**src/rtl/seq_mac_multiplier.sv**
```systemverilog
// rtl/seq_mac_multiplier.sv - sequential shift-add multiply-accumulate unit
// One multiplier bit per clock; result either overwritten or accumulated with a sticky overflow flag.
module seq_mac_multiplier #(
   parameter int DATA_WIDTH = 4,
   parameter int ACC_WIDTH  = 2*DATA_WIDTH+4
) (
   input  logic                  clk,
   input  logic                  rst_n,
   input  logic                  start,
   input  logic                  accum,
   input  logic [DATA_WIDTH-1:0] A,
   input  logic [DATA_WIDTH-1:0] B,
   output logic                  ready,
   output logic                  busy,
   output logic                  done,
   output logic [ACC_WIDTH-1:0]  result,
   output logic                  overflow
);

   localparam int PW = 2*DATA_WIDTH;
   localparam int CW = $clog2(DATA_WIDTH+1);

   typedef enum logic [1:0] {
      IDLE = 2'd0,
      CALC = 2'd1,
      DONE = 2'd2
   } state_t;

   state_t                state, state_nx;
   logic [DATA_WIDTH-1:0] a_reg, b_reg;
   logic                  accum_reg;
   logic [PW-1:0]         partial, addend, partial_nx;
   logic [CW-1:0]         cnt;
   logic                  last_iter;
   logic [ACC_WIDTH:0]    prod_ext, acc_sum;

   // Datapath: the final iteration's partial sum feeds the result write on the same edge.
   always_comb begin
      addend     = PW'(a_reg) << cnt;
      partial_nx = b_reg[0] ? (partial + addend) : partial;
      last_iter  = (cnt == CW'(DATA_WIDTH-1));
      prod_ext   = '0;
      prod_ext[PW-1:0] = partial_nx;
      acc_sum    = {1'b0, result} + prod_ext;
   end

   always_ff @(posedge clk) begin
      if (!rst_n) begin
         state <= IDLE;
      end else begin
         state <= state_nx;
      end
   end

   always_comb begin
      state_nx = state;
      case (state)
         IDLE:    if (start) state_nx = CALC;
         CALC:    if (last_iter) state_nx = DONE;
         DONE:    state_nx = IDLE;
         default: state_nx = IDLE;
      endcase
   end

   assign ready = (state == IDLE);
   assign busy  = (state == CALC);
   assign done  = (state == DONE);

   always_ff @(posedge clk) begin
      if (!rst_n) begin
         a_reg     <= '0;
         b_reg     <= '0;
         accum_reg <= 1'b0;
         partial   <= '0;
         cnt       <= '0;
         result    <= '0;
         overflow  <= 1'b0;
      end else begin
         case (state)
            IDLE: begin
               if (start) begin
                  a_reg     <= A;
                  b_reg     <= B;
                  accum_reg <= accum;
                  partial   <= '0;
                  cnt       <= '0;
               end
            end
            CALC: begin
               partial <= partial_nx;
               b_reg   <= b_reg >> 1;
               cnt     <= cnt + CW'(1);
               if (last_iter) begin
                  if (accum_reg) begin
                     result   <= acc_sum[ACC_WIDTH-1:0];
                     overflow <= overflow | acc_sum[ACC_WIDTH];
                  end else begin
                     result   <= prod_ext[ACC_WIDTH-1:0];
                     overflow <= 1'b0;
                  end
               end
            end
            default: ;
         endcase
      end
   end

endmodule

```
**config.mk**
```make
export PLATFORM = sky130hd
export DESIGN_NAME = seq_mac_multiplier
export DESIGN_NICKNAME = d
export VERILOG_FILES = /design/src/rtl/seq_mac_multiplier.sv
export SDC_FILE = /design/constraint.sdc
export NUM_CORES = 1
export LEC_CHECK = 0
export BUFFER_PORTS_ARGS = -buffer_cell sky130_fd_sc_hd__buf_2
export CAP_MARGIN = 30
export CELL_PAD_IN_SITES_DETAIL_PLACEMENT = 1
export CELL_PAD_IN_SITES_GLOBAL_PLACEMENT = 1
export CORE_UTILIZATION = 43
export DETAILED_ROUTE_END_ITERATION = 6
export MAX_ROUTING_LAYER = met4
export PLACE_DENSITY_LB_ADDON = 0.08
export SLEW_MARGIN = 5
export SYNTH_ARGS = -nofsm -noshare
export SYNTH_HDL_FRONTEND = slang
export SYNTH_SLANG_ARGS = --single-unit
```
**constraint.sdc**
```tcl
create_clock -name clk -period 4.02 [get_ports clk]
set_input_delay 0.402 -clock clk [delete_from_list [all_inputs] [get_ports clk]]
set_output_delay 0.402 -clock clk [all_outputs]
set_load 0.02 [all_outputs]
```
==> results of run 1 <==
where the power goes:
group	switching, mW	internal [mW]	leakage (nW)
registers	0.0151	0.356	0.285
logic	0.0605	0.0370	0.821
clock network	0.147	0.201	0.0612
total	0.223	0.594	1.17
area by class of cell:
class                      instances  area share
multi-input combinational        243      0.5960
sequential                        35      0.2578
timing repair buffer              32     0.06307
tap                               70     0.03199
clock buffer                       6     0.03016
clock inverter                     2     0.01280
inverter                           6    0.008227
how the worst max path moves through the flow:
stage          startpoint   endpoint  slack (ps)  depth (start not counted)
6_report           cnt[1]  result[7]         240                         12
5_1_grt          a_reg[2]  result[7]          30                         13
4_1_cts            cnt[0]  result[7]          90                         13
3_5_place_dp       cnt[0]  result[7]         190                         13
3_3_place_gp       cnt[0]  result[7]         350                         13
2_1_floorplan      cnt[1]  result[7]         530                         13
Yosys cell counts, types with 3 or more instances:
cell      instances
dfxtp_1          35
a21o_1            5
a21oi_1          30
or3_1             5
ha_1             18
nand3b_1          3
a31oi_1           3
nand2_1          41
clkbuf_1         13
and2_1            3
inv_1             5
a21boi_0          8
nand3_1          17
nand2b_1          5
a211oi_1          3
o21a_1            3
mux2i_1           9
and3_1            3
o211ai_1          4
o21ai_0          18
xnor2_1           4
nor3_1            8
nor2_1           17
per-stage QoR:
stage	power [mW]	instance area, um2	hold WS, ps	std cells
final	0.8164	2738	342.4	394
after global placement	0.4713	2589	445.4	386
after detailed placement	0.4742	2589	466.7	386
after floorplan	0.4440	2406	448.3	302
after CTS	0.8263	2706	334.3	394
after global routing	0.8494	2738	344.7	394
cells by family (layout without fill, tap and decap cells):
group	count (synthesis)	after routing	share of synthesized area
XOR/XNOR	5	5	0.01820
adder cells (fa/ha/maj)	20	20	0.1102
AND/OR/NAND/NOR	112	112	0.2267
flip-flops	35	35	0.2912
multiplexers	12	12	0.05616
buffers and inverters	24	46	0.04160
AO/OA/AOI/OAI	94	94	0.2559
routing by layer:
metal  track usage  vias to the layer above
met4        0.1385                        0
met3       0.04167                       20
met1        0.3130                     1099
met5             -                        -
li1              -                     1138
met2        0.3964                       46
tightest hold or removal path, stage by stage:
cell	delay, ps
buf_2	90
nand2_1	50
a21oi_1	50
==> impl_metrics.ini, run 1 <==
[synth]
synth_ff_type = dfxtp_1
ys_types = 54
yosysWarnings = 0
yosysTopAreaCellShare = 0.2912
synth_edf_count = 0
synth-seq-cells = 35
yosysTopAreaCell = dfxtp_1
yosysSeqAreaShare = 0.2912
syn_inst = 302
synthArstFlopShare = 0
synth.area.top_cells = dfxtp_1 29%, ha_1 9.4%, nand2_1 6.4%, a21oi_1 6.2%, mux2i_1 3.7%
synth_nets = 334
syn-cell-area_um2 = 2406
avgSynthCellArea_um2 = 7.967

[floorplan]
initial_core_util = 0.4594
dieWidth_um = 76.80
die_y_um = 76.80
pin_count = 28
core_area_um2 = 5238
rows = 26
fp.dieArea_um2 = 5898

[finish]
area_delta_synth_final_pct = 13.78
final_util = 0.5227
antenna_cells = 0
largest_reg_flops = 12
seq_area_um2 = 705.7
layout-drive-gt1-share = 0.1759
regMostFlops = result
num-nets-final = 355
nFillCells = 675
reg_top3 = result x12, partial x8
multi_input_area_um2 = 1632
layout_common_cells = 41 x nand2_1, 33 x dfxtp_1, 28 x a21oi_1
final_common_cell = nand2_1

[drt]
first_pass_iters = 4
antenna_left = 0
highest_layer = met4
via_per_inst = 5.845
m1WireLength_um = 3183
met3_length_um = 195
wl_per_cell_um = 16.99
met2WireLength_um = 3092
dr_total_vias = 2303
wl_um = 6696
drcViolationCount = 0
drt_iter0_markers = 122

[sta]
fin_crit_ps = 3780
clock-skew-final_ps = 6.592
slew_violations = 0
finalSetupViolCount = 0
timing.final.crit_share = 0.9402
fin_setup_tns_ps = 0
rsz0062_at_grt = no
max_freq_mhz = 264.6
final.setup.worst_slack_ps = 240.2
hold_viol_final = 0
max-slew-margin-rel = 0.5295
tightest_slew_ps = 704.7

[worst_setup_path]
crit_fanout = 6
critPathTopFamily = compound AO/OA/AOI/OAI gates
path_cells = mux4_2, and2_1, ha_1, o21a_1, a2111o_1, o2111ai_1, ha_2, a21oi_2, o211ai_1, a21oi_1, o31ai_1, a221o_1
required_ps = 4210
criticalPathCategory = register to register
cp.buffers_inverters = 0
slowest_stage = mux4_2
worstRegToRegCells = 12
r2r_start = cnt[1]
crit_path_end_kind = register
timing.rr.end = result[7]
reg2reg_setup_slack_ps = 240
cp-start-kind = register
arrival_ps = 3970
cp_slowest_stage_delay_ps = 550

[hold_path]
hold_depth = 3
hp-start = B[3]
hp-class = primary input to register
min_to = b_reg[3]

[run_status]
status = completed

[global_route]
grt_pass1_vias = 2396
grt_pass1_wl_um = 11520
antenna_found_initial = 0
overflow = 0
grt_start_max_net_pins = 24
grt.total_usage = 0.2545

[cts]
cts_buffers = 5
cts-htree-levels = 2
holdBufCountCts = 0
post_cts_buffers = 0
cts_tree = done
ctsRootBufferMaster = clkbuf_8
cts.repair.resized = 0
cts_max_path_buffers = 2
clkLatencyLatePin_ps = 300
clkTransAtPathRegs_ps = 80
cts_num_sinks = 35

[run]
maxCapViolations = 0

[power]
leakagePower_nw = 1.167
p_per_area_nw_per_um2 = 298.2
peakVddDrop_uv = 149.7

[placement]
gp_congestion = 0.8227
port_buffers = 27
dpl.hpwl_um = 4765
place_ws_ps = 186.1
Power figures use the tool's default switching activity.
==> run 2, diff against run 1 <==
--- a/config.mk
+++ b/config.mk
@@ -10,9 +10,11 @@
 export CELL_PAD_IN_SITES_DETAIL_PLACEMENT = 1
 export CELL_PAD_IN_SITES_GLOBAL_PLACEMENT = 1
 export CORE_UTILIZATION = 43
+export CTS_BUF_LIST = sky130_fd_sc_hd__clkbuf_8 sky130_fd_sc_hd__clkbuf_16
 export DETAILED_ROUTE_END_ITERATION = 6
 export MAX_ROUTING_LAYER = met4
 export PLACE_DENSITY_LB_ADDON = 0.08
+export REMOVE_ABC_BUFFERS = 1
 export SLEW_MARGIN = 5
 export SYNTH_ARGS = -nofsm -noshare
 export SYNTH_HDL_FRONTEND = slang
==> impl_metrics.ini, run 2 (synthesis gave the netlist of run 1 again) <==
[cts]
clkLatencyLatePin_ps = 300
cts-htree-levels = 2
clkTransAtPathRegs_ps = 90
cts_buffers = 5
cts_max_path_buffers = 2
cts_num_sinks = 35
holdBufCountCts = 0
ctsRootBufferMaster = clkbuf_8
cts_tree = done

[placement]
dpl.hpwl_um = 4682
dp.cells = 387
port_buffers = 27
place_ws_ps = 52.84
dpl_cell_area_um2 = 2596
gp_congestion = 0.8517

[finish]
final_cells = 395
final_util = 0.5146
layout_common_cells = 41 x nand2_1, 33 x dfxtp_1, 30 x a21oi_1
fin_area_um2 = 2695
layout-drive-gt1-share = 0.1631
reg_top3 = result x12, partial x8
area_delta_synth_final_pct = 12.01
antenna_cells = 0
final_common_cell = nand2_1
num-nets-final = 356
largest_reg_flops = 12
regMostFlops = result

[sta]
slew_violations = 0
whs_ps = 332.3
timing.final.crit_share = 0.9455
fin_setup_tns_ps = 0
hold_viol_final = 0
clock-skew-final_ps = 10.98
finalSetupViolCount = 0
fin_crit_ps = 3801
max_freq_mhz = 263.1
rsz0062_at_grt = yes
max-slew-margin-rel = 0.5208
final.setup.worst_slack_ps = 219.2
tightest_slew_ps = 717.8

[floorplan]
initial_core_util = 0.4594
core_area_um2 = 5238
pin_count = 28
die_y_um = 76.80
dieWidth_um = 76.80
fp.dieArea_um2 = 5898
rows = 26

[drt]
dr_total_vias = 2262
wl_um = 6515
drt_iter0_markers = 123
first_pass_iters = 5
wl_per_cell_um = 16.49
via_per_inst = 5.727
drcViolationCount = 0
antenna_left = 0

[worst_setup_path]
crit_fanout = 10
slowest_stage = dfxtp_2
arrival_ps = 3950
criticalPathCategory = register to register
setup.worst_path.start = cnt[0]
r2r_start = cnt[0]
cp-start-kind = register
path_cells = mux2i_1, and2b_1, a211oi_1, ha_1, a21oi_1, a211oi_2, nor4_2, or2_4, xor2_1, ha_1, nand3_1, nand2_1, a41oi_2, or3b_1, a21oi_1
required_ps = 4170
cp_slowest_stage_delay_ps = 440
crit_path_end_kind = register

[power]
leakagePower_nw = 1.156
peakVddDrop_uv = 187.2
finalPower_uw = 737.3
p_per_area_nw_per_um2 = 273.6

[global_route]
grt_pass1_vias = 2201
grt_start_max_net_pins = 24
grt.total_usage = 0.2431
grt_pass1_wl_um = 11020
overflow = 0
antenna_found_initial = 0

[hold_path]
hp-start = A[3]
hp-class = primary input to register

[run_status]
status = completed

[run]
maxCapViolations = 0
run 2: report_power, final:
part	total, mW	switching, mW	internal, mW
sequential	0.371	0.0148	0.356
combinational	0.0952	0.0588	0.0364
clock	0.271	0.151	0.121
total	0.737	0.224	0.513
run 2: repair_timing:
item | in CTS | in global routing
buffers inserted | 0 | 0
resized for setup | 0 | 3
endpoints found under the setup margin | 0 | 6
run 2: per-layer routing:
layer / wire, um / up-vias / global-route usage
met4: 105 / 0 / 0.07692
met3: 193 / 9 / 0.03571
met1: 3180 / 1078 / 0.3219
met5: 0 / - / -
met2: 3036 / 32 / 0.3795
li1: - / 1143 / -
run 2: critical path: cells and delay by family, from the launching register on:
kind | cells | cell delay (ps)
compound gates | 5 | 840
xor+xnor | 1 | 240
fa+ha+maj | 2 | 720
flops | 1 | 440
mux | 1 | 300
simple gates | 6 | 1120
run 2: worst paths after layout:
kind	to	slack [ps]	depth (start not counted)
worst max-delay path	overflow	220	15
worst max register to register	overflow	220	15
worst min register to register	overflow	460	2
worst min-delay path	a_reg[3]	330	3
run 2: layout make-up:
cell class              instances  area, um2
repair buffers                 33      180.2
inverters                       6      22.52
clock buffers                   5      68.82
flip-flops and latches         35      703.2
clock inverters                 3      20.02
multi-input cells             243       1613
fillers                       665       2542
well taps                      70      87.58
